File: src/rtl/memory_pkg.sv
// Shared types and constants for the dual-port byte-enable memory.
package memory_pkg;

    // Clear sequencer states
    typedef enum logic {
        ST_IDLE  = 1'b0,
        ST_CLEAR = 1'b1
    } state_e;

    // Legal read latencies
    localparam int unsigned RD_LAT_ONE = 1;
    localparam int unsigned RD_LAT_TWO = 2;

    // True when a read latency value is supported
    function automatic logic rd_latency_legal(input int unsigned lat);
        return (lat == RD_LAT_ONE) || (lat == RD_LAT_TWO);
    endfunction

endpackage : memory_pkg

File: src/rtl/byte_merge.sv
// Combines an existing word with new data under a per-byte enable mask.
module byte_merge #(
    parameter int unsigned DATA_WIDTH = 32
) (
    input  logic [DATA_WIDTH-1:0]   old_word,
    input  logic [DATA_WIDTH-1:0]   new_data,
    input  logic [DATA_WIDTH/8-1:0] byte_en,
    output logic [DATA_WIDTH-1:0]   merged_word_c
);

    localparam int unsigned BE_WIDTH = DATA_WIDTH / 8;

    // Replace each enabled byte lane with the new data
    always_comb begin
        merged_word_c = old_word;
        for (int unsigned k = 0; k < BE_WIDTH; k++) begin
            if (byte_en[k]) begin
                merged_word_c[8*k +: 8] = new_data[8*k +: 8];
            end
        end
    end

endmodule : byte_merge

File: src/rtl/memory_dp.sv
// Dual-port (1W/1R) byte-enable memory with write-first bypass,
// 1- or 2-cycle read latency and a sequential whole-array clear.
module memory_dp
    import memory_pkg::*;
#(
    parameter int unsigned DATA_WIDTH = 32,
    parameter int unsigned ADDR_WIDTH = 4,
    parameter int unsigned MEMO_DEPTH = (1 << ADDR_WIDTH),
    parameter int unsigned RD_LATENCY = 1
) (
    input  logic                    CLK,
    input  logic                    RST,
    input  logic                    Wr_en,
    input  logic [ADDR_WIDTH-1:0]   Wr_addr,
    input  logic [DATA_WIDTH-1:0]   Wr_data,
    input  logic [DATA_WIDTH/8-1:0] Byte_en,
    input  logic                    Rd_en,
    input  logic [ADDR_WIDTH-1:0]   Rd_addr,
    input  logic                    Clr,
    output logic [DATA_WIDTH-1:0]   Data_out,
    output logic                    Valid_out,
    output logic                    Busy
);

    localparam int unsigned ADDR_EXT_W = ADDR_WIDTH + 1;
    localparam logic [ADDR_WIDTH:0]   DEPTH_EXT = ADDR_EXT_W'(MEMO_DEPTH);
    localparam logic [ADDR_WIDTH-1:0] LAST_ADDR = ADDR_WIDTH'(MEMO_DEPTH - 1);
    // Any unsupported latency is built as the two-stage pipeline
    localparam logic LAT_TWO = !rd_latency_legal(RD_LATENCY) || (RD_LATENCY == RD_LAT_TWO);

    state_e                  state_q, state_d;
    logic [ADDR_WIDTH-1:0]   clr_cnt_q, clr_cnt_d;
    logic [DATA_WIDTH-1:0]   mem_q [MEMO_DEPTH];
    logic [DATA_WIDTH-1:0]   mem_d [MEMO_DEPTH];
    logic [DATA_WIDTH-1:0]   data_out_q, data_out_d;
    logic                    valid_q, valid_d;

    logic                    idle_c;
    logic                    wr_acc_c;
    logic                    rd_acc_c;
    logic                    bypass_c;
    logic [DATA_WIDTH-1:0]   merged_c;
    logic [DATA_WIDTH-1:0]   rd_word_c;

    // Request qualification: only in IDLE and never alongside a clear pulse
    always_comb begin
        idle_c   = (state_q == ST_IDLE);
        wr_acc_c = idle_c && Wr_en && !Clr && ({1'b0, Wr_addr} < DEPTH_EXT);
        rd_acc_c = idle_c && Rd_en && !Clr;
        bypass_c = wr_acc_c && (Wr_addr == Rd_addr);
    end

    // One merge serves both the array update and the same-address bypass
    byte_merge #(
        .DATA_WIDTH (DATA_WIDTH)
    ) u_byte_merge (
        .old_word      (mem_q[Wr_addr]),
        .new_data      (Wr_data),
        .byte_en       (Byte_en),
        .merged_word_c (merged_c)
    );

    // Read word selection with write-first bypass; out-of-range reads return zero
    always_comb begin
        rd_word_c = '0;
        if (bypass_c) begin
            rd_word_c = merged_c;
        end else if ({1'b0, Rd_addr} < DEPTH_EXT) begin
            rd_word_c = mem_q[Rd_addr];
        end
    end

    // Clear sequencer next-state: counts 0..MEMO_DEPTH-1 then returns to IDLE
    always_comb begin
        state_d   = state_q;
        clr_cnt_d = clr_cnt_q;
        case (state_q)
            ST_IDLE: begin
                if (Clr) begin
                    state_d   = ST_CLEAR;
                    clr_cnt_d = '0;
                end
            end
            ST_CLEAR: begin
                if (clr_cnt_q == LAST_ADDR) begin
                    state_d   = ST_IDLE;
                    clr_cnt_d = '0;
                end else begin
                    clr_cnt_d = clr_cnt_q + ADDR_WIDTH'(1);
                end
            end
            default: begin
                state_d   = ST_IDLE;
                clr_cnt_d = '0;
            end
        endcase
    end

    // Clear sequencer state and counter
    always_ff @(posedge CLK or posedge RST) begin
        if (RST) begin
            state_q   <= ST_IDLE;
            clr_cnt_q <= '0;
        end else begin
            state_q   <= state_d;
            clr_cnt_q <= clr_cnt_d;
        end
    end

    // Array next-state: accepted byte write, or one zeroed word per clear cycle
    always_comb begin
        mem_d = mem_q;
        if (wr_acc_c) begin
            mem_d[Wr_addr] = merged_c;
        end
        if (state_q == ST_CLEAR) begin
            mem_d[clr_cnt_q] = '0;
        end
    end

    // Storage array, fully zeroed by reset
    always_ff @(posedge CLK or posedge RST) begin
        if (RST) begin
            for (int unsigned i = 0; i < MEMO_DEPTH; i++) begin
                mem_q[i] <= '0;
            end
        end else begin
            mem_q <= mem_d;
        end
    end

    // Read pipeline: data is captured at request time, so in-flight reads
    // finish even if a clear starts behind them
    generate
        if (LAT_TWO) begin : gen_lat2
            logic [DATA_WIDTH-1:0] s1_data_q, s1_data_d;
            logic                  s1_vld_q,  s1_vld_d;

            // Stage-1 capture and output stage hold
            always_comb begin
                s1_vld_d   = rd_acc_c;
                s1_data_d  = rd_acc_c ? rd_word_c : s1_data_q;
                valid_d    = s1_vld_q;
                data_out_d = s1_vld_q ? s1_data_q : data_out_q;
            end

            // Stage-1 registers
            always_ff @(posedge CLK or posedge RST) begin
                if (RST) begin
                    s1_vld_q  <= 1'b0;
                    s1_data_q <= '0;
                end else begin
                    s1_vld_q  <= s1_vld_d;
                    s1_data_q <= s1_data_d;
                end
            end
        end else begin : gen_lat1
            // Single-stage capture with output hold
            always_comb begin
                valid_d    = rd_acc_c;
                data_out_d = rd_acc_c ? rd_word_c : data_out_q;
            end
        end
    endgenerate

    // Output registers
    always_ff @(posedge CLK or posedge RST) begin
        if (RST) begin
            valid_q    <= 1'b0;
            data_out_q <= '0;
        end else begin
            valid_q    <= valid_d;
            data_out_q <= data_out_d;
        end
    end

    assign Data_out  = data_out_q;
    assign Valid_out = valid_q;
    assign Busy      = (state_q == ST_CLEAR);

endmodule : memory_dp
File: config.mk
export PLATFORM = sky130hd
export DESIGN_NAME = memory_dp
export DESIGN_NICKNAME = d
export VERILOG_FILES = /design/src/rtl/memory_pkg.sv /design/src/rtl/byte_merge.sv /design/src/rtl/memory_dp.sv
export SDC_FILE = /design/constraint.sdc
export NUM_CORES = 2
export LEC_CHECK = 0
export ABC_CLOCK_PERIOD_IN_PS = 36300
export BUFFER_PORTS_ARGS = -buffer_cell sky130_fd_sc_hd__buf_2
export CELL_PAD_IN_SITES_DETAIL_PLACEMENT = 0
export CELL_PAD_IN_SITES_GLOBAL_PLACEMENT = 2
export CORE_MARGIN = 8
export CORE_UTILIZATION = 30
export CTS_CLUSTER_DIAMETER = 80
export DETAILED_ROUTE_END_ITERATION = 7
export PLACE_DENSITY_LB_ADDON = 0.1
export SLEW_MARGIN = 25
export SYNTH_ARGS = -nofsm -noshare
export SYNTH_HDL_FRONTEND = slang
export SYNTH_HIERARCHICAL = 1
export SYNTH_SLANG_ARGS = --single-unit
export TNS_END_PERCENT = 50
File: constraint.sdc
create_clock -name CLK -period 36.3 [get_ports CLK]
set_clock_uncertainty 0.2 [all_clocks]
set_input_delay 3.63 -clock CLK [delete_from_list [all_inputs] [get_ports CLK]]
set_output_delay 3.63 -clock CLK [all_outputs]
set_load 0.01 [all_outputs]
==> impl_metrics.json <==
{
  "outcome": "finished clean",
  "fin_crit_sh": 0.204,
  "nets": 3040,
  "ant_nets": 0,
  "antenna_found_initial": 0,
  "setup_viol": 0,
  "stdcell_count": 4424,
  "worstMarginPinSlew_ps": 1110,
  "insertion_delay_ps": 650,
  "postLayoutSetupSlackWorst_ps": 28910,
  "synth_edf_count": 0,
  "place.gp.congestion": 0.797,
  "vias_per_cell": 5.76,
  "clockBufferDepth": 3,
  "synthFlopType": "dfrtp_1",
  "grt.total_usage": 0.257,
  "critical_path.endpoint": "Data_out[4]",
  "synth_nets": 3156,
  "final_hold_viol_count": 0,
  "max_freq_mhz": 135,
  "holdWs_ps": 338,
  "post-route-util": 0.338,
  "grt_pass1_vias": 25691,
  "slew_viol_final": 0,
  "gr-total-overflow": 0,
  "dp_hpwl_um": 76400,
  "io_buffers": 82,
  "core.rowCount": 118,
  "ys_ff_latch": 550,
  "drc": 0,
  "fp.dieW_um": 337,
  "rsz0062_at_grt": "false",
  "wl_um": 148000,
  "reg2reg_depth": 6,
  "synth.distinct_cells": 42,
  "cp_max_fo": 32,
  "dp_slack_ps": 28220,
  "critPathArrivalTime_ps": 7670,
  "synth_cells": 3103,
  "dpl-instance-area_um2": 32400,
  "ys_async_sr_fraction": 1.00,
  "required_ps": 36570,
  "clockRootBuffer": "clkbuf_16",
  "final_common_cell": "nand2_1",
  "place_inst": 4291,
  "post_drt_wl_per_cell_um": 33.4,
  "core-area_um2": 103000,
  "syn-cell-area_um2": 30900,
  "cts_resized": 0,
  "h-tree-depth": 3,
  "power_density_nw_per_um2": 51.2,
  "timing.slew.headroom": 0.257,
  "synth_seq_area_share": 0.445,
  "holdBufCountCts": 0,
  "syn_area_per_cell_um2": 9.97,
  "die_area_um2": 114000,
  "critPathKind": "primary input to flop",
  "cap_violations": 0,
  "start_util": 0.301,
  "vias": 25477,
  "drive_above_1_share": 0.215,
  "p_total_mw": 1.78,
  "r2r-start": "Busy",
  "cts_setup_buffers": 0,
  "mostFrequentLayoutCells": "nand2_1 (1063), dfrtp_1 (550), a21oi_1 (501)",
  "drtIter0Drc": 2632,
  "syn_to_final_growth_pct": 12.5,
  "cts_tree": "yes",
  "post-route-cell-area_um2": 34800,
  "min_period_ps": 7390,
  "cts_buffers": 72,
  "cts.sinks": 550,
  "setup-tns-final_ps": 0,
  "ios": 83,
  "grt_max_degree": 163,
  "grt_pass1_wl_um": 208000,
  "setup.worst_path.start": "Wr_addr[3]",
  "endpoint_kind": "flop",
  "r2r_setup_slack_ps": 32490,
  "min_path_type": "flop to flop",
  "yosys_warnings": 6,
  "die_h_um": 337,
  "cts.clk_slew.worst_paths_ps": 60,
  "start_kind": "primary input",
  "r2r-end": "mem_q[398]",
  "peakVddDrop_mv": 0.0348,
  "first_pass_iters": 5,
  "p_leak_nw": 14.0
}
==> power by group <==
part / leakage (nW) / switching (mW) / total [mW] / internal [mW]
combinational: 5.24 / 0.253 / 0.356 / 0.103
clock: 1.18 / 0.300 / 0.730 / 0.430
sequential: 7.61 / 0.0433 / 0.698 / 0.655
==> worst min path at each step <==
stage / startpoint / depth (start not counted) / endpoint / slack, ps
floorplan: mem_q[160] / 2 / mem_q[160] / 310
global placement: mem_q[422] / 2 / mem_q[422] / 320
detailed placement: mem_q[108] / 2 / mem_q[108] / 330
CTS: mem_q[108] / 2 / mem_q[108] / 340
global route: mem_q[274] / 2 / mem_q[274] / 350
finish: mem_q[343] / 2 / mem_q[343] / 340
==> layer usage <==
layer  wire length, um  global-route usage
met1             63100               0.349
met2             69500               0.414
met3              9920              0.0459
met4              5160              0.0851
met5                 0                   0
==> sequential cells by signal (all words and copies together) (netlist names) <==
name,count
Busy,1
Data_out,32
Valid_out,1
mem_q,512
clr_cnt_q,4
==> critical path: stages <==
cell     delay (ps)
buf_4           520
buf_4           770
xnor2_1         150
nand4_1         660
buf_4           630
o21a_2          530
buf_4           450
a31oi_1         150
==> synthesized netlist by cell type (all sizes together) (32+ instances only) <==
cell type	instances	area, um^2
a21oi	513	2610
a221oi	32	280
a31oi	32	200
buf	178	968
clkbuf	160	601
dfrtp	550	13800
mux2	64	841
mux2i	64	641
mux4	256	5770
nand2	1068	4020
nand2b	36	225
o21ai	33	165
o41ai	32	280
==> kinds of logic (layout without fill, tap and decap cells) <==
kind of cell,after synthesis,count (layout),synth area share
simple gates,1168,1168,0.151
compound gates,648,648,0.116
flops,550,550,0.445
mux,384,384,0.234
buf+inv,344,284,0.0514
xor+xnor,5,5,0.00142
fa+ha+maj,4,4,0.00162
other cells,0,1,0
==> cell type report <==
type / count / area [um^2]
repair buffers: 148 / 992
fillers: 10325 / 68100
inverters: 6 / 30.0
multi-input cells: 2209 / 15900
well taps: 1380 / 1730
clock buffers: 113 / 2240
diodes: 1 / 2.50
clock inverters: 17 / 124
flip-flops and latches: 550 / 13800
Note: power is estimated with default switching activity, not from simulation.
